[config.mk]
export PLATFORM = sky130hd
export DESIGN_NAME = pio_wide_master
export DESIGN_NICKNAME = d
export VERILOG_FILES = /design/src/rtl/pio_wide_master.sv
export SDC_FILE = /design/constraint.sdc
export NUM_CORES = 1
export LEC_CHECK = 0
export ABC_AREA = 1
export BUFFER_PORTS_ARGS = -buffer_cell sky130_fd_sc_hd__buf_4
export CORE_MARGIN = 2
export CORE_UTILIZATION = 35
export CTS_CLUSTER_DIAMETER = 150
export CTS_CLUSTER_SIZE = 14
export DETAILED_ROUTE_END_ITERATION = 7
export HOLD_SLACK_MARGIN = 0.05
export PLACE_DENSITY = 0.6
export REMOVE_ABC_BUFFERS = 1
export SETUP_SLACK_MARGIN = 0.3
export SLEW_MARGIN = 20
export SYNTH_ARGS = -nofsm -noshare
export SYNTH_HDL_FRONTEND = slang
export SYNTH_SLANG_ARGS = --single-unit
[constraint.sdc]
create_clock -name clk -period 4.7 [get_ports clk]
set_input_delay 0.705 -clock clk [delete_from_list [all_inputs] [get_ports clk]]
set_output_delay 0.705 -clock clk [all_outputs]
set_load 0.02 [all_outputs]
[src/rtl/pio_wide_master.sv]
// pio_wide_master: turns one wide read/write request into an ordered LSB-then-MSB pair of
// 32-bit PIO accesses, qualifies each phase on the mem_ack rising edge and bounds it with a timeout.
module pio_wide_master #(
    parameter int          WIDTH       = 50,
    parameter int          DEPTH_NBITS = 10,
    parameter logic [31:0] BASE_ADDR   = 32'h0,
    parameter int          TMO_NBITS   = 8
) (
    input  logic                   clk,
    input  logic                   rst_n,
    input  logic                   req_valid,
    input  logic                   req_wr,
    input  logic [DEPTH_NBITS-1:0] req_idx,
    input  logic [WIDTH-1:0]       req_wdata,
    output logic                   req_ready,
    output logic                   rsp_valid,
    output logic                   rsp_err,
    output logic [WIDTH-1:0]       rsp_rdata,
    output logic [31:0]            reg_addr,
    output logic [31:0]            reg_din,
    output logic                   reg_rd,
    output logic                   reg_wr,
    output logic                   reg_ms,
    input  logic                   mem_ack,
    input  logic [31:0]            mem_rdata
);
    typedef enum logic [2:0] {IDLE, LSB_ISSUE, LSB_WAIT, MSB_ISSUE, MSB_WAIT, DONE} state_t;
    state_t state, state_n;
    logic live, wr_q, ack_d1, err_q, issue, tmo, ack_rise, cnt_max, busy;
    logic [WIDTH-33:0] wdata_hi;
    logic [31:0] rd_lo;
    logic [TMO_NBITS-1:0] cnt;
    assign ack_rise  = mem_ack & ~ack_d1;
    assign cnt_max   = &cnt;
    assign busy      = state != IDLE && state != DONE;
    // live keeps req_ready low while reset is asserted even though the FSM sits in IDLE
    assign req_ready = live && state == IDLE;
    assign rsp_valid = state == DONE;
    assign rsp_err   = rsp_valid & err_q;
    assign reg_ms    = issue;
    assign reg_rd    = issue & ~wr_q;
    assign reg_wr    = issue & wr_q;
    always_ff @(posedge clk or negedge rst_n) begin
        if (!rst_n) state <= IDLE;
        else        state <= state_n;
    end
    always_comb begin
        state_n = state;
        issue   = 1'b0;
        tmo     = 1'b0;
        case (state)
            IDLE: state_n = (live && req_valid) ? LSB_ISSUE : IDLE;
            LSB_ISSUE, MSB_ISSUE: begin
                tmo     = cnt_max;
                issue   = !cnt_max && !mem_ack;
                state_n = tmo ? DONE : !issue ? state : state == LSB_ISSUE ? LSB_WAIT : MSB_WAIT;
            end
            LSB_WAIT, MSB_WAIT: begin
                tmo     = !ack_rise && cnt_max;
                state_n = tmo ? DONE : !ack_rise ? state : state == LSB_WAIT ? MSB_ISSUE : DONE;
            end
            default: state_n = IDLE;
        endcase
    end
    always_ff @(posedge clk or negedge rst_n) begin
        if (!rst_n) begin
            live      <= 1'b0;
            ack_d1    <= 1'b0;
            cnt       <= '0;
            wr_q      <= 1'b0;
            wdata_hi  <= '0;
            rd_lo     <= '0;
            err_q     <= 1'b0;
            rsp_rdata <= '0;
            reg_addr  <= '0;
            reg_din   <= '0;
        end else begin
            live   <= 1'b1;
            ack_d1 <= mem_ack;
            cnt    <= ((state_n == LSB_ISSUE || state_n == MSB_ISSUE) && state_n != state) ? '0 :
                      busy ? cnt + 1'b1 : cnt;
            if (state == IDLE && state_n == LSB_ISSUE) begin
                wr_q     <= req_wr;
                wdata_hi <= req_wdata[WIDTH-1:32];
                reg_addr <= BASE_ADDR | (32'(req_idx) << 3);
                reg_din  <= req_wr ? req_wdata[31:0] : '0;
            end
            if (state == LSB_WAIT && ack_rise) begin
                rd_lo    <= mem_rdata;
                reg_addr <= reg_addr | 32'd4;
                reg_din  <= wr_q ? 32'(wdata_hi) : '0;
            end
            if (state_n == DONE) begin
                err_q     <= tmo;
                rsp_rdata <= (tmo || wr_q) ? '0 : {mem_rdata[WIDTH-33:0], rd_lo};
            end
        end
    end
endmodule

==> results of run 1 <==
[cells in the mapped netlist, drive strengths merged]
| master | n | area, µm² |
|---|---|---|
| ha | 1 | 12.5 |
| nand3 | 111 | 623 |
| xor2 | 1 | 8.76 |
| buf | 57 | 402 |
| nor3 | 2 | 10.0 |
| nor2 | 74 | 314 |
| dfrtp | 158 | 3950 |
| clkinv | 1 | 3.75 |
| clkbuf | 8 | 31.3 |
| nand4 | 1 | 6.26 |
| a21oi | 6 | 33.8 |
| a21boi | 1 | 7.51 |
| nand2 | 314 | 1190 |
| o21ai | 35 | 175 |
| o21bai | 1 | 7.51 |
| conb | 2 | 7.51 |
| xnor2 | 2 | 17.5 |
| inv | 74 | 278 |
[per-layer routing]
layer  GRT usage (%)  share of wire (%)  routed length (µm)
met5               0                  0                   0
met4            3.79               0.69                 125
met3            6.06                8.2                1480
met2            26.1                 43                7700
met1            24.7                 48                8720
[path summary, 6_finish.rpt]
path | to | cells after the start | slack, ns
worst max-delay path | cnt[5] | 9 | 2.02
worst min-delay path | reg_addr[10] | 1 | 0.39
worst max register to register | cnt[5] | 9 | 2.02
worst min register to register | reg_din[24] | 2 | 0.47
max in group asynchronous | rsp_rdata[11] | 2 | 3.26
min in group clk | ack_d1 | 1 | 0.42
[sequential cells by signal, indices dropped and copies added (netlist names), 3 cells and up]
register and flops:
wdata_hi 18, cnt 8, state 3, reg_din 32
rd_lo 32, reg_addr 11, rsp_rdata 50
[cell usage in the layout (no fill, tap or decap), types with 2 or more instances in the layout]
master / synthesis / routed
clkbuf_16: 0 / 17
nor2_4: 1 / 2
nand2_1: 311 / 311
bufinv_16: 0 / 3
inv_6: 0 / 2
o21ai_0: 35 / 35
nand2_2: 3 / 3
nor2_1: 67 / 66
conb_1: 2 / 22
inv_2: 7 / 7
a21oi_1: 5 / 5
clkbuf_1: 7 / 3
nor3_1: 2 / 2
clkinvlp_4: 0 / 5
nand3_1: 99 / 98
inv_1: 67 / 67
nand3_2: 11 / 12
buf_4: 22 / 201
nor2_2: 5 / 5
dfrtp_1: 158 / 158
xnor2_1: 2 / 2
[cells by family after synthesis]
kind of cell	count (synthesis)
adder cells (fa/ha/maj)	1
other	2
AND/OR/NAND/NOR	502
flip-flops	158
XOR/XNOR	3
AO/OA/AOI/OAI	43
buffers and inverters	140
[cell type report]
| class | instances | area (µm²) | area share, % |
|---|---|---|---|
| clock buffer | 20 | 437 | 4.75 |
| clock inverter | 12 | 161 | 1.76 |
| inverter | 75 | 282 | 3.06 |
| multi-input combinational | 571 | 2500 | 27.2 |
| sequential | 158 | 3950 | 43.0 |
| tap | 270 | 338 | 3.68 |
| timing repair buffer | 202 | 1520 | 16.5 |
[power by group]
part           switching [mW]  leakage, nW  internal (mW)
clock                   0.577        0.275          0.842
combinational            1.55         2.69          0.896
sequential              0.320         2.00           1.96
total                    2.45         4.97           3.69
[through the flow]
step / instance area, µm² / hold WS [ns]
after floorplan: 6720 / 0.409
after global placement: 8590 / 0.455
after detailed placement: 8590 / 0.460
after CTS: 9190 / 0.405
after global routing: 9190 / 0.411
final: 9190 / 0.394
==> out/qor.txt, run 1 <==
Synth Area in Compound Gates: 3.16%
DR pass1 iterations: 4
clock root cell: clkbuf_16
largest family of logic cells by synthesized area: simple AND/OR/NAND/NOR gates
Ports: 217
Max stage delay on crit path: 0.49 ns
grt total ovfl: 0
H-tree depth: 4
cells after synthesis: 849
Slew Viols, Final: 0
die area: 21400 µm²
largest net degree at the start of global routing: 105
Worst-path clk slew: 0.07 ns
DR WL/cell: 13.8 µm
fin cells: 1308
Max VDD drop: 0.296 mV
Initial Util: 35.3%
Routed Antenna Nets: 0
CTS tree: yes
Yosys reg bits: 158
vias per cell: 4.51
FMAX: 373 MHz
Final min period: 2.68 ns
Hold Buf Count CTS: 0
post-CTS setup buffers: 0
worst min path class: input port to async pin
initial antenna violation count: 0
CP Class: flip-flop to flip-flop
Mean Syn Cell Area: 8.34 µm²
CP cell instances: nor2_2 > nand2_1 > nor2_2 > nand2_2 > inv_2 > nor2_2 > buf_4 > inv_1 > nor3_1
post-CTS sizing: 0
Die X: 146 µm
total CTS buffers: 17
most frequent CP cell: nor2_2
clk buf depth: 2
slowest stage cell on the critical path: nand2_2
DRC violations left: 0
synthesized-area fraction occupied by adder cells: 0.177%
PwrDens: 668 nW/µm²
CP Capture Type: flip-flop
Place WS: 1.76 ns
worst-margin pin slew: 0.986 ns
Post-Synth Simple-Gate Area: 30.2%
Placed Cells: 1276
Port Buffers: 195
Lkg Pwr: 4.97 nW
count of cell types in the netlist: 30
Clock Latency Late Sink: 0.42 ns
vias in the first global route: 5749
Synth warnings: 0
Critical R2R Launch: state[0]
Die H: 146 µm
CORE AREA: 20000 µm²
mux cell area share after synthesis: 0%
Total GRT Usage: 17.5%
Hold Violations, Final: 0
worst path setup slack after routing: 2.02 ns
clock tree sinks: 158
Total Power: 6.14 mW
Starting DRT DRC Count: 334
share of layout cells above drive strength 1: 25.3%
Synth-to-Final Area Change: 29.8%
crit path DAT: 3.01 ns
Worst EP required: 5.03 ns
ANT cells: 0
Final Routed Wirelength: 18000 µm
fin crit share: 57.0%
first-pass GRT wire length: 30300 µm
Largest delay share family, worst path: buffers and inverters
Row Count: 52
crit-path max FO: 38
Fillers: 2015
Post-Syn Area: 7080 µm²
crit path from: state[0]
via count: 5905
Startpoint Class: flip-flop
Final Core Density: 45.9%
setup violators final: 0
Critical path buffers and inverters: 3
Post-DP HPWL: 11400 µm
RSZ-0062 raised after global routing: no
sequential element share of the synthesized area: 55.9%
Slew HR: 34.2%
Final Skew: 0.0133 ns
RD Place Congestion: 0.753
nets@finish: 1123
Fin Setup TNS: 0 ns
status: completed
max cap viols: 0
Post-Synth XOR/XNOR Area: 0.371%
Note: power is estimated with default switching activity, not from simulation.
==> inputs of run 2 (changes only) <==
- PLACE_DENSITY: 0.6 -> 0.62
- clock period: 4.7 -> 2.34 ns (I/O delays scaled with it)
==> run 2 against run 1 <==
Final cell count rose by 1.8%. Routed wire length rose by 2.1%. Critical path depth did not move. Final area rose by 3.9%. Sequential power rose by 100%. Sequential share of layout area fell by 1.6 points. Die area did not move. Non-clock buffer count rose by 23. Via count rose by 2.2%. Register-to-register slack got worse by 1.6 ns. Critical path type is now flip-flop to primary output. Largest power group unchanged. Highest routed layer unchanged.
==> out/qor.txt, run 2 (same netlist as run 1, synthesis figures left out) <==
max reg flops: 50 (unchanged)
Worst-path clk slew: 0.06 ns (about the same)
Die X: 146 µm (unchanged)
total CTS buffers: 17 (unchanged)
H-tree depth: 4 (unchanged)
Total Power: 12.8 mW (+110%)
Max VDD drop: 0.556 mV (+88%)
Seq pwr share: 35.5% (-1.5 points)
RD Place Congestion: 0.790 (+4.8%)
CORE AREA: 20000 µm² (unchanged)
Routed Antenna Nets: 0 (unchanged)
internal power: 7.78 mW (+110%)
Reg with most FFs: rsp_rdata
Die H: 146 µm (unchanged)
Starting DRT DRC Count: 226 (-32%)
nets@finish: 1146 (+2.0%)
Fin Setup TNS: 0 ns (unchanged)
DRC violations left: 0 (unchanged)
Startpoint Class: flip-flop
share of layout cells above drive strength 1: 27.9% (+2.6 points)
crit-path max FO: 4 (-89%)
FMAX: 501 MHz
PwrDens: 1340 nW/µm² (+100%)
Port Buffers: 195 (unchanged)
Final Routed Wirelength: 18400 µm (+2.1%)
vias in the first global route: 5782 (+0.57%)
Final Skew: 0.00685 ns (-0.00646 ns)
largest net degree at the start of global routing: 65 (-38%)
grt total ovfl: 0 (unchanged)
Synth-to-Final Area Change: 34.9%
vias per cell: 4.53 (+0.39%)
clock share of power: 22.9% (-0.2 points)
Slew Viols, Final: 0 (unchanged)
Clock Latency Late Sink: 0.42 ns (about the same)
via count: 6032 (+2.2%)
Post-DP HPWL: 12100 µm (+5.5%)
DR pass1 iterations: 4 (unchanged)
RSZ-0062 raised after global routing: yes
max cap viols: 0 (unchanged)
ANT cells: 0 (unchanged)
most frequent cells in the layout: nand2_1 (308), buf_4 (210), dfrtp_1 (158), nand3_1 (97), inv_1 (65)
Net Sw Power: 5.04 mW (+110%)
most common library cell in the layout ignoring fill and taps: nand2_1
CTS tree: yes
Row Count: 52 (unchanged)
Logic pwr share: 41.7% (+1.9 points)
Worst Hold Margin: 0.126 ns (-0.268 ns)
initial antenna violation count: 0 (unchanged)
setup violators final: 0 (unchanged)
Final Core Density: 47.6% (+1.8 points)
Initial Util: 35.3% (unchanged)
first-pass GRT wire length: 30100 µm (-0.52%)
DR WL/cell: 13.8 µm (+0.30%)
clk buf depth: 2 (unchanged)
worst min path class: input port to flip-flop
sw frac: 39.3% (-0.56 points)
Lkg Pwr: 5.13 nW (+3.3%)
Place WS: 0.272 ns (-1.49 ns)
fin crit share: 85.2%
Hold Violations, Final: 0 (unchanged)
die area: 21400 µm² (unchanged)
clock tree sinks: 158 (unchanged)
worst path setup slack after routing: 0.345 ns (-1.68 ns)
top flop regs: rsp_rdata: 50 flops, rd_lo: 32 flops, reg_din: 32 flops
CP Capture Type: primary output
clock root cell: clkbuf_16
CP Class: flip-flop to primary output
Ports: 217 (unchanged)
Total GRT Usage: 17.4% (-0.098 points)
Final min period: 1.99 ns
Worst EP required: 1.99 ns (-3.04 ns)
crit path DAT: 1.64 ns (-1.37 ns)
status: completed
[run 2: cell types whose count changed in the layout (fill, tap and decap cells not counted), sizes merged]
cell,before,now
inv,77,78
dlygate4sd3,0,2
clkinvlp,5,3
clkbuf,20,22
buf,202,222
[run 2: final cells by class]
type | instances | area, µm²
clock inverter | 11 | 153
timing repair buffer | 225 | 1810
fill | 2001 | 10500
sequential | 158 | 3950
inverter | 75 | 282
multi-input combinational | 571 | 2540
clock buffer | 21 | 470
tap | 270 | 338
[run 2: routing by layer]
layer | track usage, % | share of wire, %
met1 | 25.1 | 48
met2 | 25.7 | 43
met3 | 5.44 | 7.7
met4 | 4.08 | 0.86
met5 | 0 | 0
[run 2: final timing paths]
check / from / end / slack, ns / cells after the start
hold reg to reg: reg_din[28] / reg_din[28] / 0.47 / 2
max in group asynchronous: rst_n / rsp_rdata[14] / 1.32 / 3
hold / removal: req_wdata[32] / wdata_hi[0] / 0.13 / 3
setup / recovery: cnt[0] / reg_wr / 0.35 / 9
setup reg to reg: cnt[1] / rsp_rdata[12] / 0.46 / 13
min in group asynchronous: rst_n / reg_addr[11] / 0.37 / 2
[run 2: power by group through the flow]
stage / clock network, mW / registers (mW) / logic (mW)
after floorplan: 0 / 5.34 / 2.12
after global placement: 0 / 4.57 / 5.09
after detailed placement: 0 / 4.57 / 5.20
after CTS: 2.99 / 4.55 / 5.26
after global routing: 3.11 / 4.69 / 5.91
final: 2.93 / 4.55 / 5.34
[run 2: per-stage QoR]
stage	instance area [µm²]	cells
6_report	9550	1331
3_5_place_dp	8740	1284
2_1_floorplan	6720	804
3_3_place_gp	8740	1284
4_1_cts	9440	1322
5_1_grt	9550	1331
[run 2: what timing repair did]
| action | in CTS | in global routing |
|---|---|---|
| setup endpoints to repair | 44 | 53 |
| setup buffers | 4 | 9 |
| endpoints found under the hold margin | 25 | 0 |
| pin swaps | 6 | 6 |
| hold buffers | 2 | 0 |
| gates resized for setup | 11 | 9 |
| cloned | 0 | 0 |
[run 2: critical path, cell delays in order (launching register included)]
cell and delay (ns):
dfrtp_1 0.38, ha_2 0.20, inv_2 0.07, nor2_4 0.05
nand2_2 0.08, nand2_2 0.07, nor2_4 0.10, inv_2 0.07
nor2_4 0.08, buf_6 0.13
==> inputs of run 3 (changes only) <==
- ABC_CLOCK_PERIOD_IN_PS: not set -> 2340
- REMOVE_ABC_BUFFERS: 1 -> not set
==> run 3 against run 2 <==
Register-to-register slack lost 0.02 ns. Setup slack worse by 0.026 ns. Largest cell class unchanged. Critical path type unchanged. Clock power fell by 2%. Power increased by 0.96%. Critical endpoint is now reg_rd. Routed wire length increased by 4.4%. Final cell count is 0.15% higher. Non-clock buffer count fell by 3. Utilization increased by 0.075 points. Global-route usage is 0.57 points higher.
==> out/qor.txt, run 3 (same netlist as run 1, synthesis figures left out) <==
status: completed
nets@finish: 1147 (+0.087%)
Clock Latency Late Sink: 0.43 ns (about the same)
Reg with most FFs: rsp_rdata
Worst-path clk slew: 0.06 ns (about the same)
total CTS buffers: 17 (unchanged)
CP Capture Type: primary output
top flop regs: rsp_rdata: 50 flops, rd_lo: 32 flops, reg_din: 32 flops
largest net degree at the start of global routing: 65 (unchanged)
max cap viols: 0 (unchanged)
most common library cell in the layout ignoring fill and taps: nand2_1
Max stage delay on crit path: 0.40 ns (+0.02 ns)
most frequent cells in the layout: nand2_1 (308), buf_4 (207), dfrtp_1 (158), nand3_1 (98), inv_1 (65)
fin crit share: 86.4% (+1.1 points)
CTS tree: yes
via count: 6080 (+0.80%)
vias in the first global route: 5861 (+1.4%)
H-tree depth: 4 (unchanged)
Routed Antenna Nets: 0 (unchanged)
Hold Violations, Final: 0 (unchanged)
Slew HR: 60.7%
first-pass GRT wire length: 30500 µm (+1.3%)
Synth-to-Final Area Change: 35.1%
Total GRT Usage: 17.9% (+0.57 points)
Ports: 217 (unchanged)
RD Place Congestion: 0.797 (+0.90%)
vias per cell: 4.56 (+0.64%)
Die X: 146 µm (unchanged)
FMAX: 495 MHz (-1.3%)
Initial Util: 35.3% (unchanged)
Slew Viols, Final: 0 (unchanged)
crit path DAT: 1.67 ns (+0.03 ns)
Final min period: 2.02 ns (+0.0260 ns)
Final Routed Wirelength: 19200 µm (+4.4%)
setup violators final: 0 (unchanged)
clock root cell: clkbuf_16
CORE AREA: 20000 µm² (unchanged)
initial antenna violation count: 1 (+1)
DR pass1 iterations: 5 (+1)
clock tree sinks: 158 (unchanged)
PwrDens: 1350 nW/µm² (+0.80%)
worst-margin pin slew: 0.589 ns
Critical path buffers and inverters: 3 (unchanged)
DR WL/cell: 14.4 µm (+4.2%)
Place WS: 0.169 ns (-0.103 ns)
Hold Buf Count CTS: 1 (-1)
DRC violations left: 0 (unchanged)
CP Class: flip-flop to primary output
Startpoint Class: flip-flop
slowest stage cell on the critical path: dfrtp_1
Port Buffers: 195 (unchanged)
worst min path class: input port to flip-flop
Worst EP required: 1.99 ns (about the same)
max reg flops: 50 (unchanged)
Max VDD drop: 0.597 mV (+7.3%)
Die H: 146 µm (unchanged)
RSZ-0062 raised after global routing: yes
Largest delay share family, worst path: flip-flops
grt total ovfl: 0 (unchanged)
Fin Setup TNS: 0 ns (unchanged)
crit-path max FO: 3 (-1)
worst path setup slack after routing: 0.319 ns (-0.0260 ns)
clk buf depth: 2 (unchanged)
Row Count: 52 (unchanged)
share of layout cells above drive strength 1: 28.1% (+0.16 points)
Final Skew: 0.0135 ns (+0.00667 ns)
die area: 21400 µm² (unchanged)
Post-DP HPWL: 12100 µm (+0.50%)
CP cell instances: ha_2 > inv_2 > nor2_4 > nand2_2 > nand2_2 > nor2_4 > inv_2 > nor2_2 > buf_6
Starting DRT DRC Count: 315 (+39%)
Lkg Pwr: 5.13 nW (about the same)
Total Power: 12.9 mW (+0.96%)
-- run 3: cell count changes in the layout (fill, tap and decap cells not counted), moves of 2 or more --
cell | before | now
buf_12 | 7 | 9
clkinv_4 | 0 | 4
buf_4 | 210 | 207
nor2_4 | 5 | 8
clkinv_2 | 1 | 3
clkbuf_8 | 4 | 1
inv_6 | 4 | 1
nor2_2 | 5 | 7
-- run 3: per-stage QoR --
stage | util, % | instance area (µm²) | std cells | hold WS [ns]
6_report | 47.7 | 9560 | 1333 | 0.0704
4_1_cts | 46.9 | 9400 | 1321 | 0.0514
3_5_place_dp | 43.5 | 8710 | 1282 | 0.337
3_3_place_gp | 43.5 | 8710 | 1282 | 0.332
2_1_floorplan | - | 7150 | 869 | 0.0554
5_1_grt | 47.7 | 9560 | 1333 | 0.0500
-- run 3: final timing paths --
kind                                  start           end  slack [ns]  cells after the start
max in group asynchronous             rst_n   reg_addr[4]        1.12                      4
worst min register to register  reg_din[28]   reg_din[28]        0.47                      2
min in group asynchronous             rst_n    reg_din[8]        0.43                      2
worst max register to register       cnt[0]  rsp_rdata[9]        0.44                     12
worst max-delay path                 cnt[0]        reg_rd        0.32                      9
worst min-delay path                mem_ack        ack_d1        0.07                      1
-- run 3: what timing repair did --
item,CTS,global route
setup endpoints to repair,53,74
hold endpoints to repair,49,1
gates resized for setup,8,10
setup buffers,4,9
cloned,2,2
pin swaps,5,8
-- run 3: layout make-up --
class	count	area, µm²
Clock inverter	13	164
Clock buffer	19	443
Sequential cell	158	3950
Inverter	75	282
Multi-Input combinational cell	575	2580
Antenna cell	1	2.50
Fill cell	2025	10500
Tap cell	270	338
Timing Repair Buffer	222	1800
-- run 3: power by group --
part | leakage, nW | switching [mW] | total, mW | internal [mW]
logic | 2.84 | 3.41 | 5.54 | 2.13
clock network | 0.293 | 1.16 | 2.87 | 1.71
registers | 2.00 | 0.612 | 4.54 | 3.93
-- run 3: routing by layer --
metal / up-vias / share of wire [%] / track usage (%)
met5: - / 0 / 0
met4: 0 / 2.5 / 7.52
met3: 36 / 3.7 / 3.53
met2: 146 / 48 / 28.4
met1: 2916 / 46 / 24.2
li1: 2982 / - / -
